File: config.mk
export PLATFORM = sky130hd
export DESIGN_NAME = crossbar_mcast_rr_flat
export DESIGN_NICKNAME = d
export VERILOG_FILES = /design/src/rtl/crossbar_mcast_rr_if.sv /design/src/rtl/crossbar_mcast_rr.sv /design/src/flat_wrapper.sv
export SDC_FILE = /design/constraint.sdc
export NUM_CORES = 1
export LEC_CHECK = 0
export CAP_MARGIN = 10
export CORE_MARGIN = 3
export CORE_UTILIZATION = 40
export CTS_CLUSTER_DIAMETER = 100
export CTS_CLUSTER_SIZE = 12
export DETAILED_ROUTE_END_ITERATION = 8
export GPL_TIMING_DRIVEN = 0
export MAX_ROUTING_LAYER = met4
export SLEW_MARGIN = 25
export SYNTH_ARGS = -nofsm -noshare
export SYNTH_HDL_FRONTEND = slang
export SYNTH_SLANG_ARGS = --single-unit
File: constraint.sdc
create_clock -name clk -period 4.69 [get_ports clk]
set_input_delay 0.7035 -clock clk [delete_from_list [all_inputs] [get_ports clk]]
set_output_delay 0.7035 -clock clk [all_outputs]
set_load 0.02 [all_outputs]
File: src/rtl/crossbar_mcast_rr_if.sv
// Handshake bundle for the multicast crossbar: source side (valid/data/dest/ready_o)
// and sink side (valid_o/data_o/ready_i), plus the source hold-stable protocol check.
interface crossbar_mcast_rr_if #(
  parameter int PORTS = 4,
  parameter int WIDTH = 8
) (
  input logic clk,
  input logic rst
);
  logic [PORTS-1:0]            valid_i;
  logic [PORTS-1:0][WIDTH-1:0] data_i;
  logic [PORTS-1:0][PORTS-1:0] dest;
  logic [PORTS-1:0]            ready_o;
  logic [PORTS-1:0]            valid_o;
  logic [PORTS-1:0][WIDTH-1:0] data_o;
  logic [PORTS-1:0]            ready_i;

  modport slave (
    input  valid_i, data_i, dest, ready_i,
    output ready_o, valid_o, data_o
  );

  modport master (
    output valid_i, data_i, dest, ready_i,
    input  ready_o, valid_o, data_o
  );

  // A pending word may be withdrawn, but never altered, until it is retired
  for (genvar gi = 0; gi < PORTS; gi++) begin : g_hold_chk
    a_word_stable: assert property (@(posedge clk) disable iff (rst)
      (valid_i[gi] && !ready_o[gi]) |=>
        (!valid_i[gi] || ($stable(data_i[gi]) && $stable(dest[gi]))));
  end
endinterface

File: src/rtl/crossbar_mcast_rr.sv
// Registered multicast crossbar: per-output round-robin arbitration, a word is
// retired only once every destination in its mask has taken it.
module crossbar_mcast_rr #(
  parameter int PORTS = 4,
  parameter int WIDTH = 8
) (
  input  logic               clk,
  input  logic               rst,
  crossbar_mcast_rr_if.slave io_xbar
);
  localparam int PW = (PORTS > 1) ? $clog2(PORTS) : 1;

  logic [PORTS-1:0]            r_valid_o;
  logic [PORTS-1:0][WIDTH-1:0] r_data_o;
  logic [PORTS-1:0][PORTS-1:0] r_served;
  logic [PORTS-1:0][PW-1:0]    r_rr_ptr;

  logic [PORTS-1:0][PORTS-1:0] w_req;        // [input][output]
  logic [PORTS-1:0]            w_load_ok;
  logic [PORTS-1:0][PORTS-1:0] w_grant;      // [output][input]
  logic [PORTS-1:0][PORTS-1:0] w_grant_mask; // [input][output]
  logic [PORTS-1:0]            w_grant_any;
  logic [PORTS-1:0][PW-1:0]    w_grant_idx;
  logic [PORTS-1:0][PW-1:0]    w_ptr_nxt;
  logic [PORTS-1:0]            w_done;

  function automatic int wrap_idx(input logic [PW-1:0] ptr, input int k);
    return (int'(ptr) + k) % PORTS;
  endfunction

  // Outstanding requests exclude destinations already served for this word
  always_comb begin
    w_req     = '0;
    w_load_ok = ~r_valid_o | io_xbar.ready_i;
    for (int i = 0; i < PORTS; i++) begin
      w_req[i] = {PORTS{io_xbar.valid_i[i]}} & io_xbar.dest[i] & ~r_served[i];
    end
  end

  // Round-robin search per output, starting at its pointer and wrapping
  always_comb begin
    w_grant     = '0;
    w_grant_any = '0;
    w_grant_idx = '0;
    w_ptr_nxt   = r_rr_ptr;
    for (int j = 0; j < PORTS; j++) begin
      for (int k = 0; k < PORTS; k++) begin
        if (!w_grant_any[j] && w_load_ok[j] && w_req[wrap_idx(r_rr_ptr[j], k)][j]) begin
          w_grant[j][wrap_idx(r_rr_ptr[j], k)] = 1'b1;
          w_grant_any[j]                       = 1'b1;
          w_grant_idx[j]                       = PW'(wrap_idx(r_rr_ptr[j], k));
          w_ptr_nxt[j]                         = PW'(wrap_idx(r_rr_ptr[j], k + 1));
        end else begin
          w_grant_any[j] = w_grant_any[j];
        end
      end
    end
  end

  // Retire when served plus this cycle's grants cover the whole mask
  always_comb begin
    w_grant_mask = '0;
    w_done       = '0;
    for (int i = 0; i < PORTS; i++) begin
      for (int j = 0; j < PORTS; j++) begin
        w_grant_mask[i][j] = w_grant[j][i];
      end
    end
    for (int i = 0; i < PORTS; i++) begin
      w_done[i] = io_xbar.valid_i[i] &
                  (((r_served[i] | w_grant_mask[i]) & io_xbar.dest[i]) == io_xbar.dest[i]);
    end
  end

  assign io_xbar.ready_o = rst ? {PORTS{1'b0}} : w_done;
  assign io_xbar.valid_o = r_valid_o;
  assign io_xbar.data_o  = r_data_o;

  // Output slots, served masks and arbitration pointers
  always_ff @(posedge clk) begin
    if (rst) begin
      r_valid_o <= '0;
      r_data_o  <= '0;
      r_served  <= '0;
      r_rr_ptr  <= '0;
    end else begin
      for (int j = 0; j < PORTS; j++) begin
        if (w_grant_any[j]) begin
          r_data_o[j]  <= io_xbar.data_i[w_grant_idx[j]];
          r_valid_o[j] <= 1'b1;
          r_rr_ptr[j]  <= w_ptr_nxt[j];
        end else if (io_xbar.ready_i[j]) begin
          r_valid_o[j] <= 1'b0;
        end
      end
      for (int i = 0; i < PORTS; i++) begin
        if (w_done[i]) begin
          r_served[i] <= '0;
        end else begin
          r_served[i] <= r_served[i] | w_grant_mask[i];
        end
      end
    end
  end
endmodule

File: src/flat_wrapper.sv
// flat-port wrapper written by rule: the top's interface ports become plain ports
module crossbar_mcast_rr_flat 
#(
  parameter int PORTS = 4,
  parameter int WIDTH = 8
)
  (clk, rst, io_xbar_valid_i, io_xbar_data_i, io_xbar_dest, io_xbar_ready_i, io_xbar_ready_o, io_xbar_valid_o, io_xbar_data_o);
  crossbar_mcast_rr_if #(.PORTS(PORTS), .WIDTH(WIDTH)) io_xbar_i (.clk(clk), .rst(rst));
  input  logic clk;
  input  logic rst;
  input wire logic [$bits(io_xbar_i.valid_i)-1:0] io_xbar_valid_i;
  input wire logic [$bits(io_xbar_i.data_i)-1:0] io_xbar_data_i;
  input wire logic [$bits(io_xbar_i.dest)-1:0] io_xbar_dest;
  input wire logic [$bits(io_xbar_i.ready_i)-1:0] io_xbar_ready_i;
  output wire logic [$bits(io_xbar_i.ready_o)-1:0] io_xbar_ready_o;
  output wire logic [$bits(io_xbar_i.valid_o)-1:0] io_xbar_valid_o;
  output wire logic [$bits(io_xbar_i.data_o)-1:0] io_xbar_data_o;
  assign io_xbar_i.valid_i = io_xbar_valid_i;
  assign io_xbar_i.data_i = io_xbar_data_i;
  assign io_xbar_i.dest = io_xbar_dest;
  assign io_xbar_i.ready_i = io_xbar_ready_i;
  assign io_xbar_ready_o = io_xbar_i.ready_o;
  assign io_xbar_valid_o = io_xbar_i.valid_o;
  assign io_xbar_data_o = io_xbar_i.data_o;
  crossbar_mcast_rr #(.PORTS(PORTS), .WIDTH(WIDTH)) u_core (.clk(clk), .rst(rst), .io_xbar(io_xbar_i));
endmodule
==> results.md <==
- Final Worst Setup Slack: 0.326 ns
- Measured slew at the worst slew-check pin: 0.969 ns
- Largest net degree at the start of global routing: 12
- CP Buf/Inv Count: 3
- Fillers: 1232
- Final wirelength: between 20000 and 25000 um
- CP startpoint kind: input port
- Sequential share of the synthesized area: between 20% and 30%
- Commonest register cell after synthesis: dfxtp_1
- Mapped Avg Cell Area: 8.69 sq um
- Pre-CTS WS: -0.639 ns
- Count leader, synth: mux2i_1
- Clock root cell: clkbuf_16
- Detailed router's first-iteration violation count: 601
- Num rows: 42
- Yosys reg bits: 60
- Max-cap violations: 0
- Synth Warn #: 0
- CTS tree: done
- Layout Area Growth over Synthesis: 33.4%
- Leading area contributor after synthesis: dfxtp_1
- Min Tclk post-route: 4.36 ns
- Drc violations: 0
- Post-synth top cells: mux2i_1, dfxtp_1, nand2_1
- Die height: 123 um
- CP arrival: 3.66 ns
- CP Capture Type: output pin
- Top-area cell type share of the netlist area: 22.0%
- FFs w/ async S/R, synth: 0%
- Worst path slowest cell: clkdlybuf4s50_1
- Hold crit path type: flop to flop
- Half-perimeter wire length after placement: 15500 um
- Post-synthesis simple-gate area fraction: between 20% and 30%
- Clk_skew: about 0.0096 ns
- Final TNS setup: 0 ns
- DR vias/cell: 6.42
- GP Congestion: 0.957
- Slew Limit Fails: 0
- Die width: 123 um
- Core Box Area: 13300 sq um
- Post-synthesis adder-cell area fraction: 3.67%
- Layout cell share with drive strength beyond 1: approximately 17%
- Synth top area cells: dfxtp_1, mux2i_1, mux4_2, o221ai_1, ha_1
- Crit path kind: input port to output pin
- GRT Util Overall: 27.8%
- Clock sink total: 60
- Diode count: 0
- Multiplexer share of the synthesized area: approximately a fifth
- CTS buffer count: 9
- Hold Slack: around 0.47 ns
- Critical path cell sequence: clkdlybuf4s50_1 > and3b_1 > buf_6 > nand2b_1 > mux4_2 > o32a_2 > a31o_1 > nor4_4 > and2_1 > dlygate4sd2_1
- Setup violations, final: 0
- Clk slew on worst S/H paths: 0.05 ns
- Worst-path fanout max: 8
- Total Nets Final: 818
- CTS max path bufs: 2
- P_leak: around 2.8 nW
- Total grt overflow: 0
- Mapped Nets: about 700
- Initial antenna violation count: 0
- Hold Buf Count CTS: 0
- First-pass GRT wire length: 31600 um
- Max VDD drop: 0.321 mV
- Largest family of logic cells by synthesized area: simple AND/OR/NAND/NOR gates
- Final ANT Viol Nets: 0
- First-pass iteration count of the detailed router: 5
- Fin crit share: 93.0%
- Compound-cell area share of the yosys netlist: 24.4%
- Clk Latency, worst-skew pair: 0.33 ns
- Synth Cell Area: roughly 5500 sq um
- Maximum achievable frequency: 0.229 GHz
- CP required: 3.99 ns
- Relative slew slack: 35.0%
- Die ar.: 15100 sq um
- Unrepaired setup endpoints after global routing: false
- Vias in the first global route: 5676
- Wire per inst: 22.6 um
- Post-synth EDFFs: 0
- Outcome: finished, final reports clean
- Mapped Cells: 628
- XOR/XNOR Fraction of Synth Area: 0.459%
- Initial Utilization: 41.0%
- Hold Fails Final Rpt: 0
- Crit path max-delay family: buffers and inverters
- IO buf count: 97
- Power Dens Cells: 679 nW/um^2
- Synth unique cells: between 70 and 80
- CP max stage delay: 0.55 ns
- IO Pins: 98
- H-tree levels: 3
- Via count: 5930
-- worst paths after layout --
kind / startpoint / end / slack, ns / cells past startpoint
worst max-delay path: io_xbar_dest[7] / io_xbar_ready_o[3] / 0.33 / 10
worst min-delay path: u_core.io_xbar.data_o[24]$_SDFFE_PP0P_ / u_core.io_xbar.data_o[24]$_SDFFE_PP0P_ / 0.47 / 2
worst max register to register: u_core.r_rr_ptr[0]$_SDFFE_PP0P_ / u_core.io_xbar.data_o[6]$_SDFFE_PP0P_ / 0.94 / 12
worst min register to register: u_core.io_xbar.data_o[24]$_SDFFE_PP0P_ / u_core.io_xbar.data_o[24]$_SDFFE_PP0P_ / 0.47 / 2
-- power by group --
group	switching (W)	total (W)	internal (W)	leakage (nW)
Sequential	0.000174	0.000889	0.000715	0.496
Combinational	0.00187	0.00328	0.00141	2.17
Clock	0.000243	0.000774	0.000531	0.162
Total	0.00228	0.00494	0.00266	2.83
-- metal layers --
layer | GRT usage (%) | share of wire [%]
met2 | 41.1 | 45
met1 | 38.4 | 46
met5 | - | 0
met4 | 9.24 | 2.4
met3 | 4.84 | 6.3
-- per-stage QoR --
step	cells	total power (W)	instance area, sq um	utilization, %
floorplan	628	0.00305	5460	-
global placement	901	0.00387	6650	50.0
detailed placement	901	0.00392	6680	50.2
CTS	924	0.00486	7220	54.3
global route	924	0.00524	7280	54.7
finish	924	0.00494	7280	54.7
-- sequential cells by signal, summed over array words and instances, names as in the netlist --
register                cells
u_core.io_xbar.data_o      32
u_core.io_xbar.valid_o      4
u_core.r_rr_ptr             8
u_core.r_served            16
-- cells by family (layout without fill, tap and decap cells) --
logic type | count (synthesis) | count (layout)
simple gates | 223 | 223
xor+xnor | 2 | 2
buf+inv | 60 | 180
flops | 60 | 60
mux | 89 | 89
fa+ha+maj | 16 | 16
compound gates | 178 | 178
-- cell usage in the layout, fill, tap and decap left out, types with 6 or more instances in the layout --
cell,synthesis,layout
clkdlybuf4s50_1,0,90
a21oi_1,29,29
o221ai_1,26,26
nand3b_1,16,16
o21ai_0,22,22
buf_4,3,15
a211oi_2,0,7
clkbuf_1,15,12
nand2_1,53,53
a221oi_1,6,6
and4b_1,10,10
mux2_2,12,12
a22oi_1,12,12
nor2_1,31,28
inv_1,22,22
and2_1,8,8
nand3_1,19,19
ha_1,16,16
a211oi_1,23,15
dfxtp_1,60,58
mux2i_1,64,64
and3b_1,15,15
a31oi_1,8,7
mux4_2,12,12
nor3_1,21,19
clkbuf_16,0,9
nand2b_1,7,7
-- layout make-up --
class / instances / area (sq um) / share of cell area [%]
plain buffers: 32 / 194 / 2.66
clock buffers: 11 / 243 / 3.34
clock inverters: 4 / 97.6 / 1.34
inverters: 28 / 108 / 1.48
multi-input cells: 508 / 4180 / 57.4
flip-flops and latches: 60 / 1200 / 16.5
well taps: 176 / 220 / 3.03
repair buffers: 105 / 1040 / 14.3
-- worst reg2reg max path, cell delays in order, from the launching register on --
cell	delay (ns)
dfxtp_1	0.37
clkbuf_4	0.22
inv_2	0.13
ha_1	0.36
and4bb_2	0.30
o21ai_1	0.17
and2_0	0.22
buf_2	0.18
o32ai_2	0.70
buf_4	0.35
mux2_2	0.35
a22oi_1	0.13
o21ai_0	0.12
-- repair_timing --
item,4_1_cts,5_1_grt
resized for setup,39,13
endpoints found under the setup margin,4,3
pin swaps,8,0
buffers inserted,8,0
Note: power is estimated with default switching activity, not from simulation.
